## src/rtl/dallan_cozum_denetleyici.sv

```systemverilog
// Branch resolution and predictor-update scheduler: in-order branch queue,
// mispredict redirect with history restore, and predictor port arbitration.
module dallan_cozum_denetleyici #(
    parameter int DERINLIK   = 4,
    parameter int GHR_W      = 5,
    parameter int STARVE_MAX = 3
) (
    input  logic                        clk_i,
    input  logic                        rst_i,
    input  logic                        getir_dallan_gecerli_i,
    input  logic [31:0]                 getir_ps_i,
    input  logic                        getir_tahmin_atladi_i,
    input  logic [31:0]                 getir_tahmin_ps_i,
    input  logic [GHR_W-1:0]            getir_ghr_i,
    input  logic                        getir_sorgu_i,
    output logic                        getir_durdur_o,
    input  logic                        yurut_gecerli_i,
    output logic                        yurut_hazir_o,
    input  logic                        yurut_atladi_i,
    input  logic [31:0]                 yurut_hedef_ps_i,
    input  logic [31:0]                 yurut_sonraki_ps_i,
    output logic                        yanlis_tahmin_o,
    output logic [31:0]                 duzeltme_ps_o,
    output logic [GHR_W-1:0]            ghr_geri_deger_o,
    output logic                        guncelle_gecerli_o,
    output logic [31:0]                 guncelle_ps_o,
    output logic [GHR_W-1:0]            guncelle_ghr_o,
    output logic                        guncelle_atladi_o,
    output logic [$clog2(DERINLIK):0]   doluluk_o
);
    localparam int PW = $clog2(DERINLIK);
    localparam int CW = PW + 1;
    localparam int SW = $clog2(STARVE_MAX + 1);

    // Branch queue storage
    logic [31:0]      q_ps     [DERINLIK];
    logic             q_tat    [DERINLIK];
    logic [31:0]      q_tps    [DERINLIK];
    logic [GHR_W-1:0] q_ghr    [DERINLIK];
    logic [PW-1:0]    wr_ptr_reg, rd_ptr_reg;
    logic [CW-1:0]    count_reg;

    // Two-entry update FIFO
    logic [31:0]      u_ps     [2];
    logic [GHR_W-1:0] u_ghr    [2];
    logic             u_at     [2];
    logic             u_wr_reg, u_rd_reg;
    logic [1:0]       u_cnt_reg;

    logic [SW-1:0]    starve_reg;
    logic             zorla_reg;

    logic             yanlis_reg;
    logic [31:0]      duzeltme_reg;
    logic [GHR_W-1:0] ghr_geri_reg;

    logic             full, cozum_kabul, push_ok, yanlis_next, grant, u_bos;
    logic             tah_at;
    logic [31:0]      tah_ps;
    logic [GHR_W-1:0] tah_ghr;

    assign full        = (count_reg == CW'(DERINLIK));
    assign tah_at      = q_tat[rd_ptr_reg];
    assign tah_ps      = q_tps[rd_ptr_reg];
    assign tah_ghr     = q_ghr[rd_ptr_reg];
    assign u_bos       = (u_cnt_reg == 2'd0);
    assign grant       = !getir_sorgu_i || zorla_reg;

    assign yurut_hazir_o      = (u_cnt_reg != 2'd2);
    assign cozum_kabul        = yurut_gecerli_i && yurut_hazir_o && (count_reg != '0);
    assign push_ok            = getir_dallan_gecerli_i && (!full || cozum_kabul);
    assign yanlis_next        = cozum_kabul &&
                                ((yurut_atladi_i != tah_at) ||
                                 (yurut_atladi_i && tah_at && (yurut_hedef_ps_i != tah_ps)));

    assign guncelle_gecerli_o = !u_bos && grant;
    assign guncelle_ps_o      = guncelle_gecerli_o ? u_ps[u_rd_reg]  : '0;
    assign guncelle_ghr_o     = guncelle_gecerli_o ? u_ghr[u_rd_reg] : '0;
    assign guncelle_atladi_o  = guncelle_gecerli_o ? u_at[u_rd_reg]  : 1'b0;
    assign getir_durdur_o     = full || zorla_reg;
    assign doluluk_o          = count_reg;
    assign yanlis_tahmin_o    = yanlis_reg;
    assign duzeltme_ps_o      = duzeltme_reg;
    assign ghr_geri_deger_o   = ghr_geri_reg;

    // Per-entry queue write; contents need no reset since count gates them.
    for (genvar gi = 0; gi < DERINLIK; gi++) begin : g_kuyruk
        always_ff @(posedge clk_i) begin
            if (push_ok && (wr_ptr_reg == PW'(gi))) begin
                q_ps[gi]  <= getir_ps_i;
                q_tat[gi] <= getir_tahmin_atladi_i;
                q_tps[gi] <= getir_tahmin_ps_i;
                q_ghr[gi] <= getir_ghr_i;
            end
        end
    end

    always_ff @(posedge clk_i) begin
        if (cozum_kabul) begin
            u_ps[u_wr_reg]  <= q_ps[rd_ptr_reg];
            u_ghr[u_wr_reg] <= tah_ghr;
            u_at[u_wr_reg]  <= yurut_atladi_i;
        end
    end

    always_ff @(posedge clk_i) begin
        if (rst_i) begin
            wr_ptr_reg   <= '0;
            rd_ptr_reg   <= '0;
            count_reg    <= '0;
            u_wr_reg     <= 1'b0;
            u_rd_reg     <= 1'b0;
            u_cnt_reg    <= 2'd0;
            starve_reg   <= '0;
            zorla_reg    <= 1'b0;
            yanlis_reg   <= 1'b0;
            duzeltme_reg <= '0;
            ghr_geri_reg <= '0;
        end else begin
            // A mispredict flushes everything younger, including this cycle's push.
            if (yanlis_next) begin
                wr_ptr_reg <= '0;
                rd_ptr_reg <= '0;
                count_reg  <= '0;
            end else begin
                if (push_ok)
                    wr_ptr_reg <= wr_ptr_reg + PW'(1);
                if (cozum_kabul)
                    rd_ptr_reg <= rd_ptr_reg + PW'(1);
                count_reg <= count_reg + CW'(push_ok) - CW'(cozum_kabul);
            end

            if (cozum_kabul)
                u_wr_reg <= ~u_wr_reg;
            if (guncelle_gecerli_o)
                u_rd_reg <= ~u_rd_reg;
            u_cnt_reg <= u_cnt_reg + 2'(cozum_kabul) - 2'(guncelle_gecerli_o);

            if (u_bos || guncelle_gecerli_o) begin
                starve_reg <= '0;
                zorla_reg  <= 1'b0;
            end else if (starve_reg == SW'(STARVE_MAX - 1)) begin
                starve_reg <= '0;
                zorla_reg  <= 1'b1;
            end else begin
                starve_reg <= starve_reg + SW'(1);
                zorla_reg  <= 1'b0;
            end

            yanlis_reg   <= yanlis_next;
            duzeltme_reg <= yanlis_next ? (yurut_atladi_i ? yurut_hedef_ps_i : yurut_sonraki_ps_i) : '0;
            ghr_geri_reg <= yanlis_next ? {tah_ghr[GHR_W-2:0], yurut_atladi_i} : '0;
        end
    end
endmodule
```

## config.mk

```make
export PLATFORM = sky130hd
export DESIGN_NAME = dallan_cozum_denetleyici
export DESIGN_NICKNAME = d
export VERILOG_FILES = /design/src/rtl/dallan_cozum_denetleyici.sv
export SDC_FILE = /design/constraint.sdc
export NUM_CORES = 1
export LEC_CHECK = 0
export BUFFER_PORTS_ARGS = -buffer_cell sky130_fd_sc_hd__buf_2
export CAP_MARGIN = 10
export CELL_PAD_IN_SITES_DETAIL_PLACEMENT = 0
export CELL_PAD_IN_SITES_GLOBAL_PLACEMENT = 1
export CORE_MARGIN = 2
export CORE_UTILIZATION = 26
export DETAILED_ROUTE_END_ITERATION = 12
export PLACE_DENSITY_LB_ADDON = 0.1
export REMOVE_ABC_BUFFERS = 1
export SYNTH_ARGS = -nofsm -noshare
export SYNTH_HDL_FRONTEND = slang
export SYNTH_SLANG_ARGS = --single-unit
export TNS_END_PERCENT = 30
```

## constraint.sdc

```tcl
create_clock -name clk_i -period 8.2 [get_ports clk_i]
set_input_delay 1.23 -clock clk_i [delete_from_list [all_inputs] [get_ports clk_i]]
set_output_delay 1.23 -clock clk_i [all_outputs]
set_load 0.1 [all_outputs]
```

==> reports/metrics.csv, run 1 <==
metric;value;unit
crit-reg2reg-capture;ghr_geri_deger_o[1];
run_status;complete, no violations;
fin_setup_tns;0;ns
final_min_period_over_clock_period;48.7;%
remaining_drc_errors;0;
cts-buffers-inserted;48;
tritoncts;yes;
grt_setup_unrepaired;false;
proportion_of_synthesized_chip_area_in_sequential_cells;75.5;%
synth.mux.area_fraction;14.6;%
worst_hold_end;starve_reg[0];
reg2regPathDepth;8;
post_synth.cell_area_avg;19.9;um^2
largest_net_degree_at_the_start_of_global_routing;53;
synth_xor_xnor_area_share;2.24;%
synth-seq-cells;411;
max_freq;0.251;GHz
regToRegSetupSlack;4.51;ns
dp_hpwl;22500;um
design.core.area;59200;um^2
final-setup-viol-count;0;
synth-compound-area-share;2.59;%
combPwrFrac;25.1;%
cts_htree_levels;2;
timing.final.hold_violations;0;
hold_path.class;flop to flop;
finalWeightedCongestion;0.659;
peakVddDrop;0.142;mV
slew_viol_final;0;
critical_path_arrival;2.76;ns
cts.reportedPaths.clkPinSlew;0.06;ns
total_power;0.00657;W
grt_first_pass_wirelength;56600;um
yosys.cell_types.count;37;
fin_nets;1181;
clock_latency_on_the_worst_skew_pair;0.57;ns
synth-edff-count;356;
io_buffer_count;221;
grt_pass1_vias;8424;
period_minus_slack;3.99;ns
layout_top_registers;q_ps (128), q_tps (128), u_ps (64);
share_seq_of_total_power;43.4;%
setup_clock_skew_after_layout;0.0220;ns
cts_hold_buf;0;
first_iter_violations;398;
switching_power;0.00216;W
use_met1;15.5;%
die_area;62000;um^2
p_int;0.00441;W
synthFlopType;sky130_fd_sc_hd__edfxtp_1;
die_width;249;um
layout-area-overhead-vs-synth;22.6;%
ctsResizeCount;0;
cts_max_path_buffers;3;
critical_path_required;6.97;ns
post_route_cells_drive_above_1_share;39.2;%
rows;89;
dp.cells;1754;
synth_top_family_by_area;multiplexers;
setup.worst_path.class;flop to output pin;
transition_time_at_the_pin_with_the_least_slew_margin;0.899;ns
critical_path_peak_fanout;20;
leakage;6.62;nW
hold_start;starve_reg[0];
stdcell_count;1844;
ios;222;
vias_per_cell;4.22;
postCtsSetupBuffers;0;
grt.met2_usage;20.9;%
residual_overflow_from_global_routing;0;
yosys.area_share.adder;0.849;%
layer_carrying_the_most_global_route_usage;met2;
setup.worst_path.start_class;flop;
clk_root_buffer_cell;sky130_fd_sc_hd__clkbuf_16;
initial_core_utilization;26.4;%
grtUsageTotal;12.4;%
num_vias;7775;
number_of_instances_in_the_synthesized_netlist;784;
synthSimpleGateAreaFrac;2.60;%
drv.max_cap_violation_count;0;
postRouteWirelength;37900;um
pwr_density_cell;343;nW/um^2
grt.met3_usage;3.89;%
tritoncts_num_sinks;411;
post_synth_instance_area;15600;um^2
avgRoutedWirePerCell;20.6;um
drt.antenna.violating_nets;0;
crit_path_end_kind;output pin;
whs_path_depth;2;
dieHeight;249;um
power_frac_clock;31.5;%
initial_antenna_violation_count;10;
yosysWarningCount;0;
synth_async_sr_flop_share;0;%
dr.pass1.iters;4;
sw_frac_of_total;32.8;%
rel_slew_slack;40.1;%
## power by group through the flow
| stage | clock [W] | combinational [W] | sequential [W] |
|---|---|---|---|
| 3_3_place_gp | 0 | 0.00170 | 0.00290 |
| 2_1_floorplan | 0 | 0.00104 | 0.00311 |
| 6_report | 0.00207 | 0.00165 | 0.00285 |
| 5_1_grt | 0.00224 | 0.00178 | 0.00289 |
| 4_1_cts | 0.00216 | 0.00171 | 0.00286 |
| 3_5_place_dp | 0 | 0.00170 | 0.00290 |
## critical path, stage by stage (launching register included)
cell and delay, ns:
sky130_fd_sc_hd__dfxtp_2 0.89, sky130_fd_sc_hd__buf_4 0.49, sky130_fd_sc_hd__mux2i_1 0.21, sky130_fd_sc_hd__nor2_1 0.17, sky130_fd_sc_hd__buf_2 0.45
## stage by stage
step | util [%] | hold slack, ns | setup slack [ns] | cell area [um^2]
5_1_grt | 32.3 | 0.530 | 4.00 | 19100
3_5_place_dp | 29.7 | 0.485 | 4.34 | 17600
6_report | 32.3 | 0.492 | 4.21 | 19100
4_1_cts | 32.3 | 0.501 | 4.07 | 19100
3_3_place_gp | 29.7 | 0.472 | 4.33 | 17600
2_1_floorplan | - | 0.460 | 2.54 | 15400
## layout make-up
class                   instances  area [um^2]
fillers                      5781        40100
flip-flops and latches        411        11800
multi-input cells             328         3600
clock buffers                  64         1330
repair buffers                234         1200
well taps                     773          967
clock inverters                25          201
inverters                       8         30.0
diodes                          1         2.50
## metal layers
layer  part of all wire, %  vias up
met2                    49      187
li1                      -     3603
met5                  0.29        -
met4                   1.9       16
met1                    43     3903
met3                   6.1       66
## Yosys cell counts, types with 8 or more instances
library cell | number | area (um^2)
sky130_fd_sc_hd__a21oi_1 | 9 | 45.0
sky130_fd_sc_hd__nand4_1 | 8 | 50.1
sky130_fd_sc_hd__mux2i_1 | 70 | 701
sky130_fd_sc_hd__a21oi_2 | 29 | 254
sky130_fd_sc_hd__mux4_2 | 70 | 1580
sky130_fd_sc_hd__xnor2_1 | 37 | 324
sky130_fd_sc_hd__edfxtp_1 | 356 | 10700
sky130_fd_sc_hd__ha_1 | 9 | 113
sky130_fd_sc_hd__inv_1 | 8 | 30.0
sky130_fd_sc_hd__nor2_1 | 50 | 188
sky130_fd_sc_hd__dfxtp_1 | 55 | 1100
sky130_fd_sc_hd__clkbuf_1 | 20 | 75.1
## worst max path at each step
stage / endpoint
2_1_floorplan: ghr_geri_deger_o[1]
3_3_place_gp: ghr_geri_deger_o[4]
3_5_place_dp: ghr_geri_deger_o[3]
4_1_cts: guncelle_ps_o[1]
5_1_grt: guncelle_ps_o[1]
6_report: guncelle_ps_o[1]
## cells in the final DEF, fill, tap and decap left out, types with 4 or more instances in the layout
master / instances
sky130_fd_sc_hd__edfxtp_1: 356
sky130_fd_sc_hd__buf_2: 221
sky130_fd_sc_hd__mux4_2: 70
sky130_fd_sc_hd__mux2i_1: 70
sky130_fd_sc_hd__dfxtp_1: 52
sky130_fd_sc_hd__nor2_1: 49
sky130_fd_sc_hd__clkbuf_16: 49
sky130_fd_sc_hd__xnor2_1: 37
sky130_fd_sc_hd__a21oi_2: 29
sky130_fd_sc_hd__buf_4: 13
sky130_fd_sc_hd__clkinv_2: 12
sky130_fd_sc_hd__clkbuf_1: 10
sky130_fd_sc_hd__a21oi_1: 9
sky130_fd_sc_hd__ha_1: 9
sky130_fd_sc_hd__inv_1: 8
sky130_fd_sc_hd__nand4_1: 8
sky130_fd_sc_hd__a21boi_0: 7
sky130_fd_sc_hd__clkinv_1: 7
sky130_fd_sc_hd__nand2_1: 6
sky130_fd_sc_hd__clkbuf_8: 5
sky130_fd_sc_hd__and2_4: 4
## cell families (layout without fill, tap and decap cells)
group,after synthesis,in the layout
multiplexers,140,140
buffers and inverters,45,331
other,0,1
AO/OA/AOI/OAI,52,52
XOR/XNOR,40,40
AND/OR/NAND/NOR,86,86
flip-flops,411,411
adder cells (fa/ha/maj),10,10
Power figures use the tool's default switching activity.
==> run 2: changes to the inputs <==
- clock period: 8.2 -> 4.04 ns (I/O delays scaled with it)
==> reports/metrics.csv, run 2 (synthesized netlist as in run 1, its figures left out) <==
metric;value;unit
run_status;complete, no violations;
postRouteWirelength;37600;um
hold_start;getir_tahmin_ps_i[18];
final-setup-viol-count;0;
layout_commonest_cell;sky130_fd_sc_hd__edfxtp_1;
tritoncts_num_sinks;411;
dieHeight;249;um
rel_slew_slack;42.2;%
cts_htree_levels;2;
combPwrFrac;25.8;%
clock_latency_on_the_worst_skew_pair;0.57;ns
power_frac_clock;31.2;%
critical_path_arrival;3.61;ns
vias_per_cell;4.25;
leakage;6.65;nW
residual_overflow_from_global_routing;0;
fill_cells;5797;
final_cell_utilization_of_the_core;32.5;%
regToRegSetupSlack;0.86;ns
layout-area-overhead-vs-synth;23.2;%
grtUsageTotal;12.2;%
cts-buffers-inserted;47;
initial_core_utilization;26.4;%
ctsResizeCount;0;
postCtsSetupBuffers;0;
die_area;62000;um^2
dr.pass1.iters;4;
drv.max_cap_violation_count;0;
place_area;17700;um^2
pwr_density_cell;693;nW/um^2
hold_path.class;primary input to flop;
peakVddDrop;0.264;mV
final_min_period_over_clock_period;78.6;%
die_width;249;um
setup.worst_path.class;flop to flop;
switching_power;0.00433;W
share_seq_of_total_power;43.0;%
worst_hold_end;q_tps[2][18];
crit-reg2reg-capture;ghr_geri_deger_o[2];
post-place-ws;0.739;ns
register_area;11800;um^2
finalWeightedCongestion;0.659;
io_buffer_count;221;
initial_antenna_violation_count;8;
tritoncts;yes;
num_vias;7849;
drt.antenna.violating_nets;0;
max_freq;0.315;GHz
total_area_of_multi_input_combinational_cells;3600;um^2
reg2regPathDepth;8;
post_route_cells_drive_above_1_share;39.0;%
grt_pass1_vias;8677;
clk_root_buffer_cell;sky130_fd_sc_hd__clkbuf_16;
design.core.area;59200;um^2
layout_top_registers;q_ps (128), q_tps (128), u_ps (64);
crit_path_end_kind;flop;
setup_clock_skew_after_layout;0.0116;ns
largest_net_degree_at_the_start_of_global_routing;41;
final_cell_area;19200;um^2
dp_hpwl;23300;um
grt_first_pass_wirelength;56200;um
rows;89;
timing.final.hold_violations;0;
sw_frac_of_total;32.5;%
layout.cells.most_common_list;sky130_fd_sc_hd__edfxtp_1 (356), sky130_fd_sc_hd__buf_2 (221), sky130_fd_sc_hd__mux4_2 (70), sky130_fd_sc_hd__mux2i_1 (70), sky130_fd_sc_hd__dfxtp_1 (52);
total_power;0.0133;W
transition_time_at_the_pin_with_the_least_slew_margin;0.868;ns
setup.worst_path.start_class;flop;
remaining_drc_errors;0;
cts_max_path_buffers;3;
cts_hold_buf;0;
whs_path_depth;1;
ios;222;
critical_path_peak_fanout;33;
fin_nets;1185;
avgRoutedWirePerCell;20.4;um
period_minus_slack;3.18;ns
first_iter_violations;265;
cts.reportedPaths.clkPinSlew;0.06;ns
grt_setup_unrepaired;false;
setup_slack;0.864;ns
critical_path_required;4.47;ns
p_int;0.00900;W
slew_viol_final;0;
hold_ws;0.255;ns
==> run 2: layer usage <==
metal | track usage (%) | part of all wire (%) | routed length [um]
met5 | 0 | 0.26 | 96
met4 | 3.48 | 2.0 | 766
met3 | 3.23 | 5.2 | 1950
met2 | 21.5 | 51 | 19100
met1 | 14.7 | 42 | 15700
==> run 2: critical path, cell delays in order, from the launching register on <==
cell	delay, ns
sky130_fd_sc_hd__dfxtp_4	0.65
sky130_fd_sc_hd__buf_4	0.31
sky130_fd_sc_hd__mux4_2	0.54
sky130_fd_sc_hd__xnor2_1	0.15
sky130_fd_sc_hd__nand4_1	0.16
sky130_fd_sc_hd__nor4_2	0.51
sky130_fd_sc_hd__a211o_2	0.29
sky130_fd_sc_hd__buf_12	0.25
sky130_fd_sc_hd__a21boi_0	0.13
==> run 2: worst max path at each step <==
stage,cells past startpoint,start,to,slack (ns)
3_5_place_dp,8,flop,duzeltme_ps_o[14],0.74
3_3_place_gp,8,flop,ghr_geri_deger_o[2],0.79
6_report,8,flop,ghr_geri_deger_o[2],0.86
4_1_cts,8,flop,duzeltme_ps_o[31],0.72
2_1_floorplan,6,flop,ghr_geri_deger_o[1],-1.62
5_1_grt,8,flop,ghr_geri_deger_o[2],0.52
==> run 2: power groups by stage <==
stage | sequential (W) | clock, W | combinational [W]
after floorplan | 0.00631 | 0 | 0.00210
after global placement | 0.00584 | 0 | 0.00354
after detailed placement | 0.00585 | 0 | 0.00355
after CTS | 0.00576 | 0.00432 | 0.00356
after global routing | 0.00582 | 0.00448 | 0.00371
final | 0.00574 | 0.00416 | 0.00344
==> run 2: stage by stage <==
| step | setup TNS [ns] | cells |
|---|---|---|
| final | 0 | 1845 |
| after global routing | 0 | 1844 |
| after CTS | 0 | 1844 |
| after detailed placement | 0 | 1759 |
| after global placement | 0 | 1759 |
| after floorplan | -62.60 | 747 |
==> run 2: layout make-up <==
cell class / count / area share (%)
inverter: 8 / 0.156
multi-input combinational: 328 / 18.7
timing repair buffer: 239 / 6.91
clock buffer: 60 / 6.52
tap: 773 / 5.03
clock inverter: 25 / 1.31
antenna: 1 / 0.0130
sequential: 411 / 61.3
==> run 3: changes to the inputs <==
- clock period: 4.04 -> 3.3 ns (I/O delays scaled with it)
==> reports/metrics.csv, run 3 (synthesized netlist as in run 1, its figures left out) <==
metric;value;unit
register_area;11800;um^2
dp_hpwl;24400;um
largest_net_degree_at_the_start_of_global_routing;71;
rows;89;
io_buffer_count;221;
postRouteWirelength;38100;um
layout.cells.most_common_list;sky130_fd_sc_hd__edfxtp_1 (356), sky130_fd_sc_hd__buf_2 (221), sky130_fd_sc_hd__mux4_2 (70), sky130_fd_sc_hd__mux2i_1 (70), sky130_fd_sc_hd__dfxtp_1 (52);
post_route_cells_drive_above_1_share;40.4;%
avgRoutedWirePerCell;20.5;um
final-setup-viol-count;0;
setup.worst_path.start_class;flop;
postCtsSetupBuffers;0;
cp.buffers_inverters;2;
finalWeightedCongestion;0.664;
tritoncts;yes;
vias_per_cell;4.24;
peakVddDrop;0.319;mV
clock_latency_on_the_worst_skew_pair;0.58;ns
setup_clock_skew_after_layout;0.0161;ns
ctsResizeCount;0;
transition_time_at_the_pin_with_the_least_slew_margin;0.779;ns
tritoncts_num_sinks;411;
grt_pass1_vias;8676;
layout_top_registers;q_ps (128), q_tps (128), u_ps (64);
max_freq;0.343;GHz
layout-area-overhead-vs-synth;25.0;%
dr.pass1.iters;5;
slew_viol_final;0;
pwr_density_cell;861;nW/um^2
grtUsageTotal;12.4;%
layout_commonest_cell;sky130_fd_sc_hd__edfxtp_1;
worst_path_largest_cell_delay;0.54;ns
die_area;62000;um^2
cts.reportedPaths.clkPinSlew;0.06;ns
critical_path_peak_fanout;33;
timing.critical_path.cells;buf_4, mux4_2, xnor2_1, nand4_1, nor4_2, a211o_2, buf_12, a21boi_0;
num_vias;7880;
dieHeight;249;um
setup.worst_path.class;flop to flop;
drt.antenna.violating_nets;0;
cts_max_path_buffers;3;
ios;222;
fin_nets;1194;
fill_cells;5771;
final_cell_utilization_of_the_core;33.0;%
die_width;249;um
total_area_of_multi_input_combinational_cells;3600;um^2
initial_core_utilization;26.4;%
first_iter_violations;301;
remaining_drc_errors;0;
crit_path_end_kind;flop;
cts_htree_levels;2;
hold_ws;0.129;ns
design.core.area;59200;um^2
cts-buffers-inserted;48;
rel_slew_slack;48.0;%
cts_hold_buf;0;
critical_path_required;3.75;ns
grt_setup_unrepaired;false;
critical-path-slowest-cell;sky130_fd_sc_hd__mux4_2;
grt_first_pass_wirelength;56600;um
critical_path_arrival;3.37;ns
total_power;0.0168;W
final_min_period_over_clock_period;88.4;%
timing.final.hold_violations;0;
leakage;6.78;nW
residual_overflow_from_global_routing;0;
initial_antenna_violation_count;8;
worst_path_dominant_cell_family;simple AND/OR/NAND/NOR gates;
run_status;complete, no violations;
period_minus_slack;2.92;ns
hold_path.class;primary input to flop;
clk_root_buffer_cell;sky130_fd_sc_hd__clkbuf_16;
drv.max_cap_violation_count;0;
[run 3: cell count changes in the layout (fill, tap and decap cells not counted)]
cell	change
sky130_fd_sc_hd__clkbuf_16	+4
sky130_fd_sc_hd__clkbuf_1	-1
sky130_fd_sc_hd__diode_2	+1
sky130_fd_sc_hd__clkinv_2	-1
sky130_fd_sc_hd__inv_6	+1
sky130_fd_sc_hd__clkinvlp_4	+2
sky130_fd_sc_hd__buf_12	+5
sky130_fd_sc_hd__clkinv_1	-6
sky130_fd_sc_hd__buf_4	+3
sky130_fd_sc_hd__clkbuf_8	+5
[run 3: area by class of cell]
type,count,area share (%)
inverters,8,0.154
flip-flops and latches,411,60.4
clock inverters,21,1.27
diodes,2,0.0256
well taps,773,4.95
clock buffers,68,7.27
repair buffers,247,7.43
multi-input cells,328,18.5
[run 3: final timing paths]
check,startpoint,cells after the start,end,slack (ns)
max,flop,8,ghr_geri_deger_o[2],0.38
min,getir_tahmin_ps_i[27],1,q_tps[2][27],0.13
max reg2reg,flop,8,ghr_geri_deger_o[2],0.38
min reg2reg,starve_reg[0],2,starve_reg[0],0.50
[run 3: report_power, final]
group / leakage, nW / internal [W] / switching, W
Sequential: 3.71 / 0.00674 / 0.000262
Clock: 0.809 / 0.00339 / 0.00212
Combinational: 2.26 / 0.00127 / 0.00303
[run 3: per-layer routing]
layer	vias up	GRT usage [%]	part of all wire, %
li1	3642	-	-
met1	3992	14.7	42
met2	172	21.8	51
met3	64	3.34	5.1
met4	10	3.68	2.1
met5	-	0	0.15
[run 3: metrics by stage]
step	cells	TNS (ns)	setup WS (ns)	area, um^2
after floorplan	747	-328.65	-2.36	15400
after global placement	1767	0	0.344	17900
after detailed placement	1767	0	0.311	17900
after CTS	1856	0	0.297	19500
after global routing	1857	0	0.111	19500
final	1858	0	0.382	19500
